==> src/rtl/ethpipe_tx_pkg.sv <==
// ethpipe_tx_pkg
// Shared definitions for the TX frame path: the fixed header layout that
// the host stages in front of every frame (read back by the GMII sender)
// and the state encoding of the slot-memory admission FSM.
// No ports; imported by tx_slot_arbiter and the sender.
package ethpipe_tx_pkg;

  // Every staged frame starts with this many 16-bit header words
  localparam int TX_HDR_WORDS      = 7;
  localparam int TX_HDR_LEN_IDX    = 0;
  localparam int TX_HDR_TS0_IDX    = 1;
  localparam int TX_HDR_TS1_IDX    = 2;
  localparam int TX_HDR_TS2_IDX    = 3;
  localparam int TX_HDR_TS3_IDX    = 4;
  localparam int TX_HDR_HASH0_IDX  = 5;
  localparam int TX_HDR_HASH1_IDX  = 6;

  // Width of the per-frame word counter; comfortably above any frame limit
  localparam int ARB_CNT_W = 16;

  typedef enum logic [1:0] {
    ARB_IDLE = 2'd0,
    ARB_FILL = 2'd1,
    ARB_DROP = 2'd2
  } arb_state_e;

endpackage

==> src/rtl/tx_slot_arbiter.sv <==
// tx_slot_arbiter
// Owns the single-port TX frame slot memory and shares it between the host
// write path and the GMII sender read path. The sender always wins. Host
// frames are staged behind the committed write pointer, which only moves
// once a complete frame of legal length has been written, so the sender
// never observes a partial frame.
// Ports:
//   gmii_tx_clk / sys_rst          clock, synchronous active-high reset
//   host_wr_*  / host_abort        host word stream (valid/ready) and abort
//   snd_rd_en / snd_rd_addr        sender read request
//   snd_rd_q  / snd_rd_valid       sender read data, one cycle later
//   mem_*                          slot memory port (1-cycle read latency)
//   mem_wr_ptr / mem_rd_ptr        committed write pointer, released read ptr
//   txfifo_free_space_ratio        [0] free >= DEPTH/2, [1] free >= DEPTH/4
//   frames_committed / _dropped    frame statistics (dropped saturates)
module tx_slot_arbiter
  import ethpipe_tx_pkg::*;
#(
  parameter int ADDR_W          = 16,
  parameter int MIN_FRAME_WORDS = TX_HDR_WORDS + 1,
  parameter int MAX_FRAME_WORDS = 766
) (
  input  logic              gmii_tx_clk,
  input  logic              sys_rst,
  input  logic              host_wr_valid,
  output logic              host_wr_ready,
  input  logic [15:0]       host_wr_data,
  input  logic [1:0]        host_wr_byte_en,
  input  logic              host_wr_last,
  input  logic              host_abort,
  input  logic              snd_rd_en,
  input  logic [ADDR_W-1:0] snd_rd_addr,
  output logic [15:0]       snd_rd_q,
  output logic              snd_rd_valid,
  output logic              mem_en,
  output logic              mem_wr_en,
  output logic [1:0]        mem_byte_en,
  output logic [ADDR_W-1:0] mem_addr,
  output logic [15:0]       mem_data,
  input  logic [15:0]       mem_q,
  output logic [ADDR_W-1:0] mem_wr_ptr,
  input  logic [ADDR_W-1:0] mem_rd_ptr,
  output logic [1:0]        txfifo_free_space_ratio,
  output logic [31:0]       frames_committed,
  output logic [15:0]       frames_dropped
);

  localparam logic [ADDR_W-1:0] FREE_HALF    = ADDR_W'(1) << (ADDR_W - 1);
  localparam logic [ADDR_W-1:0] FREE_QUARTER = ADDR_W'(1) << (ADDR_W - 2);
  localparam logic [ARB_CNT_W-1:0] MIN_WORDS = ARB_CNT_W'(MIN_FRAME_WORDS);
  localparam logic [ARB_CNT_W-1:0] MAX_WORDS = ARB_CNT_W'(MAX_FRAME_WORDS);

  arb_state_e           state_q, state_d;
  logic [ADDR_W-1:0]    stagePtr_q, stagePtr_d;
  logic [ADDR_W-1:0]    wrPtr_q, wrPtr_d;
  logic [ARB_CNT_W-1:0] wordCnt_q, wordCnt_d;
  logic [ARB_CNT_W-1:0] wordCntInc;
  logic [ADDR_W-1:0]    stagePtrInc;
  logic [ADDR_W-1:0]    usedWords;
  logic [ADDR_W-1:0]    freeWords;
  logic [1:0]           ratio_q, ratio_d;
  logic [31:0]          committed_q;
  logic [15:0]          dropped_q;
  logic                 sndRdValid_q;
  logic                 full;
  logic                 rdGrant;
  logic                 accept;
  logic                 doWrite;
  logic                 commitFrame;
  logic                 dropFrame;

  assign stagePtrInc = stagePtr_q + 1'b1;
  assign wordCntInc  = wordCnt_q + 1'b1;

  // One slot is always left empty so that stage == rd means "empty"
  assign full = (stagePtrInc == mem_rd_ptr);

  // While dropping, words go nowhere, so a full memory must not stall them
  assign host_wr_ready = ~sys_rst & ~snd_rd_en & ~host_abort &
                         (~full | (state_q == ARB_DROP));
  assign accept  = host_wr_valid & host_wr_ready;
  assign rdGrant = snd_rd_en & ~sys_rst;

  // DEPTH-1 minus the used count is just its bitwise complement
  assign usedWords = stagePtr_q - mem_rd_ptr;
  assign freeWords = ~usedWords;
  assign ratio_d   = {freeWords >= FREE_QUARTER, freeWords >= FREE_HALF};

  // Admission FSM, pointer bookkeeping and memory port steering
  always_comb begin
    state_d     = state_q;
    stagePtr_d  = stagePtr_q;
    wrPtr_d     = wrPtr_q;
    wordCnt_d   = wordCnt_q;
    doWrite     = 1'b0;
    commitFrame = 1'b0;
    dropFrame   = 1'b0;
    mem_en      = 1'b0;
    mem_wr_en   = 1'b0;
    mem_addr    = stagePtr_q;
    mem_data    = 16'h0000;
    mem_byte_en = 2'b00;

    if (host_abort) begin
      stagePtr_d = wrPtr_q;
      wordCnt_d  = '0;
      state_d    = ARB_IDLE;
      dropFrame  = (state_q != ARB_IDLE);
    end else if (accept) begin
      unique case (state_q)
        ARB_IDLE: begin
          doWrite = 1'b1;
          if (host_wr_last) begin
            // A single-word frame is a runt: the write lands but is orphaned
            stagePtr_d = wrPtr_q;
            wordCnt_d  = '0;
            dropFrame  = 1'b1;
          end else begin
            stagePtr_d = stagePtrInc;
            wordCnt_d  = ARB_CNT_W'(1);
            state_d    = ARB_FILL;
          end
        end
        ARB_FILL: begin
          if (wordCntInc > MAX_WORDS) begin
            stagePtr_d = wrPtr_q;
            wordCnt_d  = '0;
            if (host_wr_last) begin
              dropFrame = 1'b1;
              state_d   = ARB_IDLE;
            end else begin
              state_d = ARB_DROP;
            end
          end else begin
            doWrite    = 1'b1;
            stagePtr_d = stagePtrInc;
            wordCnt_d  = wordCntInc;
            if (host_wr_last) begin
              wordCnt_d = '0;
              state_d   = ARB_IDLE;
              if (wordCntInc >= MIN_WORDS) begin
                wrPtr_d     = stagePtrInc;
                commitFrame = 1'b1;
              end else begin
                stagePtr_d = wrPtr_q;
                dropFrame  = 1'b1;
              end
            end
          end
        end
        ARB_DROP: begin
          if (host_wr_last) begin
            dropFrame = 1'b1;
            state_d   = ARB_IDLE;
          end
        end
        default: state_d = ARB_IDLE;
      endcase
    end

    // Host writes and sender reads never coincide: ready is low while reading
    if (rdGrant) begin
      mem_en   = 1'b1;
      mem_addr = snd_rd_addr;
    end else if (doWrite) begin
      mem_en      = 1'b1;
      mem_wr_en   = 1'b1;
      mem_addr    = stagePtr_q;
      mem_data    = host_wr_data;
      mem_byte_en = host_wr_byte_en;
    end
  end

  // State, pointers, statistics and registered status outputs
  always_ff @(posedge gmii_tx_clk) begin
    if (sys_rst) begin
      state_q      <= ARB_IDLE;
      stagePtr_q   <= '0;
      wrPtr_q      <= '0;
      wordCnt_q    <= '0;
      ratio_q      <= 2'b11;
      committed_q  <= '0;
      dropped_q    <= '0;
      sndRdValid_q <= 1'b0;
    end else begin
      state_q      <= state_d;
      stagePtr_q   <= stagePtr_d;
      wrPtr_q      <= wrPtr_d;
      wordCnt_q    <= wordCnt_d;
      ratio_q      <= ratio_d;
      sndRdValid_q <= snd_rd_en;
      if (commitFrame) begin
        committed_q <= committed_q + 1'b1;
      end
      if (dropFrame && (dropped_q != 16'hFFFF)) begin
        dropped_q <= dropped_q + 1'b1;
      end
    end
  end

  assign snd_rd_q                = mem_q;
  assign snd_rd_valid            = sndRdValid_q;
  assign mem_wr_ptr              = wrPtr_q;
  assign txfifo_free_space_ratio = ratio_q;
  assign frames_committed        = committed_q;
  assign frames_dropped          = dropped_q;

endmodule

==> config.mk <==
export PLATFORM = sky130hd
export DESIGN_NAME = tx_slot_arbiter
export DESIGN_NICKNAME = d
export VERILOG_FILES = /design/src/rtl/ethpipe_tx_pkg.sv /design/src/rtl/tx_slot_arbiter.sv
export SDC_FILE = /design/constraint.sdc
export NUM_CORES = 1
export LEC_CHECK = 0
export ABC_CLOCK_PERIOD_IN_PS = 3100
export CAP_MARGIN = 10
export CORE_MARGIN = 3
export CORE_UTILIZATION = 44
export CTS_CLUSTER_SIZE = 24
export DETAILED_ROUTE_END_ITERATION = 8
export PLACE_DENSITY = 0.8
export REMOVE_ABC_BUFFERS = 1
export SLEW_MARGIN = 20
export SYNTH_ARGS = -nofsm -noshare
export SYNTH_HDL_FRONTEND = slang
export SYNTH_SLANG_ARGS = --single-unit
==> constraint.sdc <==
create_clock -name gmii_tx_clk -period 3.1 [get_ports gmii_tx_clk]
set_input_delay 0.31 -clock gmii_tx_clk [delete_from_list [all_inputs] [get_ports gmii_tx_clk]]
set_output_delay 0.31 -clock gmii_tx_clk [all_outputs]
set_load 0.02 [all_outputs]
==> results.json <==
{
  "io_buffer_count": 159,
  "synth_seq_cells": 101,
  "dp_hpwl_mm": 15.7,
  "seq_area_um2": 2050,
  "syn_area_um2": 6670,
  "grt_pass1_wl_mm": 35.2,
  "worstSetupEndpointType": "flop",
  "wirelength_mm": 25.0,
  "ios": 192,
  "slew_viol_final": 0,
  "vias_per_cell": 5.99,
  "final_area_um2": 10500,
  "drc_errors": 0,
  "crit_buf_inv": 3,
  "grt_pass1_vias": 7202,
  "cts_max_level": 3,
  "clkTransAtPathRegs_ns": 0.08,
  "status": "finished, violations left",
  "ir_drop_mv": 0.374,
  "finalClockSkew_ns": 0.0138,
  "cap_violations": 0,
  "dr.first_iter.drc_count": 568,
  "async_flop_share_pct": 0,
  "cp.required_ns": 3.32,
  "grt_use_total_pct": 25.9,
  "die_w_um": 129,
  "multi_input_area_um2": 4630,
  "clock_latency_ns": 0.36,
  "cpMaxStageDelayCell": "or4_4",
  "fin_tns_setup_ns": -9.09,
  "nets": 1203,
  "failed_checks": "setup timing",
  "numCtsBuffers": 9,
  "grt_max_degree": 46,
  "synth_edf_count": 0,
  "synth_seq_area_share_pct": 30.3,
  "critPathTopFamily": "simple AND/OR/NAND/NOR gates",
  "syn_area_per_cell_um2": 7.90,
  "dr_total_vias": 7779,
  "rows": 44,
  "ant_nets": 0,
  "synth_ff_type": "dfxtp_1",
  "setup_violations": 84,
  "p_total_mw": 2.99,
  "worstMarginPinSlew_ns": 0.599,
  "place.gp.congestion": 0.911,
  "max_freq_ghz": 0.295,
  "max_stage_delay_ns": 0.59,
  "hold_viol": 0,
  "diodes": 0,
  "clockBufferDepth": 2,
  "die_h_um": 129,
  "cts_tree": "built",
  "synth_cells": 845,
  "first_pass_iters": 5,
  "antenna_found_initial": 0,
  "ys_types": 68,
  "power.leakage_nw": 3.99,
  "cts_sinks": 101,
  "fp.dieArea_um2": 16700,
  "grt-ovfl-total": 0,
  "grt_setup_unrepaired": "yes",
  "coreArea_um2": 14700,
  "power_density_nw_per_um2": 286,
  "wl_per_cell_um": 19.3,
  "crit_top_cell": "buf_6",
  "area_growth_pct": 56.7,
  "max_slew_margin_pct": 60.0,
  "placed_area_um2": 9310,
  "cts_hold_buf": 0,
  "post-route-period-util_pct": 109,
  "fin_ws_ns": -0.289,
  "cp_max_fo": 8,
  "start_util_pct": 45.4,
  "min_path_type": "reg -> reg",
  "drive_gt1_share_pct": 30.4,
  "cp_cell_sequence": "nand4_1 > nor4_1 > xnor2_1 > o2111ai_2 > or4_4 > buf_4 > buf_6 > o211a_4 > a21oi_4 > buf_6 > nor2_1 > a2111oi_2",
  "startpoint_type": "flop",
  "yosys_warnings": 0,
  "arrival_ns": 3.61,
  "fill_cells": 987,
  "crit_type": "reg -> reg",
  "clockRootBuffer": "clkbuf_16",
  "final.min_clock_period_ns": 3.39
}
==> through the flow <==
stage          setup WS [ns]  utilization (%)  cells  hold slack, ns
2_1_floorplan          -1.46                -    771           0.375
3_3_place_gp          -0.574             63.4   1264           0.467
3_5_place_dp          -0.774             63.4   1264           0.477
4_1_cts               -0.149             67.2   1281           0.495
5_1_grt               -0.391             71.1   1299           0.522
6_report              -0.289             71.1   1299           0.497
==> metal layers <==
metal  vias up  share of wire, %  global-route usage (%)  routed length [um]
li1       3536                 -                       -                   -
met1      3685                39                    33.2                9870
met2       442                47                    41.8               11900
met3       116               8.6                    5.56                2160
met4         0               4.6                    11.6                1140
met5         -                 0                    1.18                   0
==> timing repair <==
| item | 4_1_cts | 5_1_grt |
|---|---|---|
| endpoints found under the setup margin | 117 | 106 |
| setup buffers | 2 | 15 |
| pin swaps | 5 | 41 |
| resized for setup | 189 | 91 |
| gates cloned | 0 | 3 |
==> sequential cells by signal, summed over array words and instances (netlist names) <==
name / cells
txfifo_free_space_ratio: 2
frames_dropped: 16
frames_committed: 32
snd_rd_valid: 1
state_q: 2
stagePtr_q: 16
mem_wr_ptr: 16
wordCnt_q: 16
==> synthesized netlist by cell type, types with 4 or more instances <==
library cell / n / area, um^2
buf_6: 5 / 56.3
xor2_1: 14 / 123
or4_1: 11 / 82.6
clkbuf_1: 37 / 139
nor4_1: 20 / 125
nand4_1: 20 / 125
nor2_1: 87 / 327
nand3_1: 28 / 140
and2_1: 29 / 181
a21oi_1: 47 / 235
inv_1: 43 / 161
or3_1: 26 / 163
and4_1: 6 / 52.6
dfxtp_1: 101 / 2020
o21ai_1: 10 / 50.1
o21a_1: 5 / 37.5
xnor2_1: 53 / 464
and3_1: 15 / 93.8
o32ai_1: 4 / 35.0
buf_4: 19 / 143
a211oi_1: 16 / 120
mux2_2: 11 / 124
a311oi_1: 4 / 35.0
nand2_1: 43 / 161
a2111oi_2: 4 / 60.1
buf_2: 12 / 60.1
nor2b_1: 6 / 37.5
mux2i_1: 8 / 80.1
ha_1: 20 / 250
a31oi_1: 4 / 25.0
o21ai_0: 34 / 170
o31ai_1: 6 / 45.0
a21o_1: 6 / 45.0
nor3_1: 38 / 190
==> layout by cell type (no fill, tap or decap), drive strengths merged, types with 19 or more instances in the layout <==
master / n
buf: 189
clkdlybuf4s50: 137
dfxtp: 101
nor2: 88
xnor2: 53
a21oi: 48
inv: 45
o21ai: 45
nand2: 43
nor3: 38
and2: 29
nand3: 28
or3: 26
nand4: 21
ha: 20
nor4: 20
a211oi: 19
==> final cells by class <==
cell class | instances | area share (%)
tap | 184 | 2.20
inverter | 44 | 1.60
clock buffer | 12 | 2.45
clock inverter | 4 | 0.287
timing repair buffer | 328 | 29.5
sequential | 101 | 19.7
multi-input combinational | 626 | 44.3
==> logic make-up after synthesis <==
group | after synthesis | share of synthesized area [%]
AND/OR/NAND/NOR | 344 | 27.1
AO/OA/AOI/OAI | 175 | 18.2
buffers and inverters | 118 | 8.51
flip-flops | 101 | 30.3
XOR/XNOR | 67 | 8.80
adder cells (fa/ha/maj) | 21 | 4.05
multiplexers | 19 | 3.06
==> path summary, 6_finish.rpt <==
kind                       from             to  slack (ns)  cells past startpoint
setup / recovery  stagePtr_q[6]  stagePtr_q[2]       -0.29                     12
hold / removal    wordCnt_q[15]  wordCnt_q[15]        0.50                      1
setup reg to reg  stagePtr_q[6]  stagePtr_q[2]       -0.29                     12
hold reg to reg   wordCnt_q[15]  wordCnt_q[15]        0.50                      1
==> power by group <==
group | internal (mW) | switching [mW] | leakage [nW]
combinational | 0.280 | 0.269 | 3.03
sequential | 1.31 | 0.0129 | 0.825
clock | 0.593 | 0.526 | 0.139
Power figures use the tool's default switching activity.
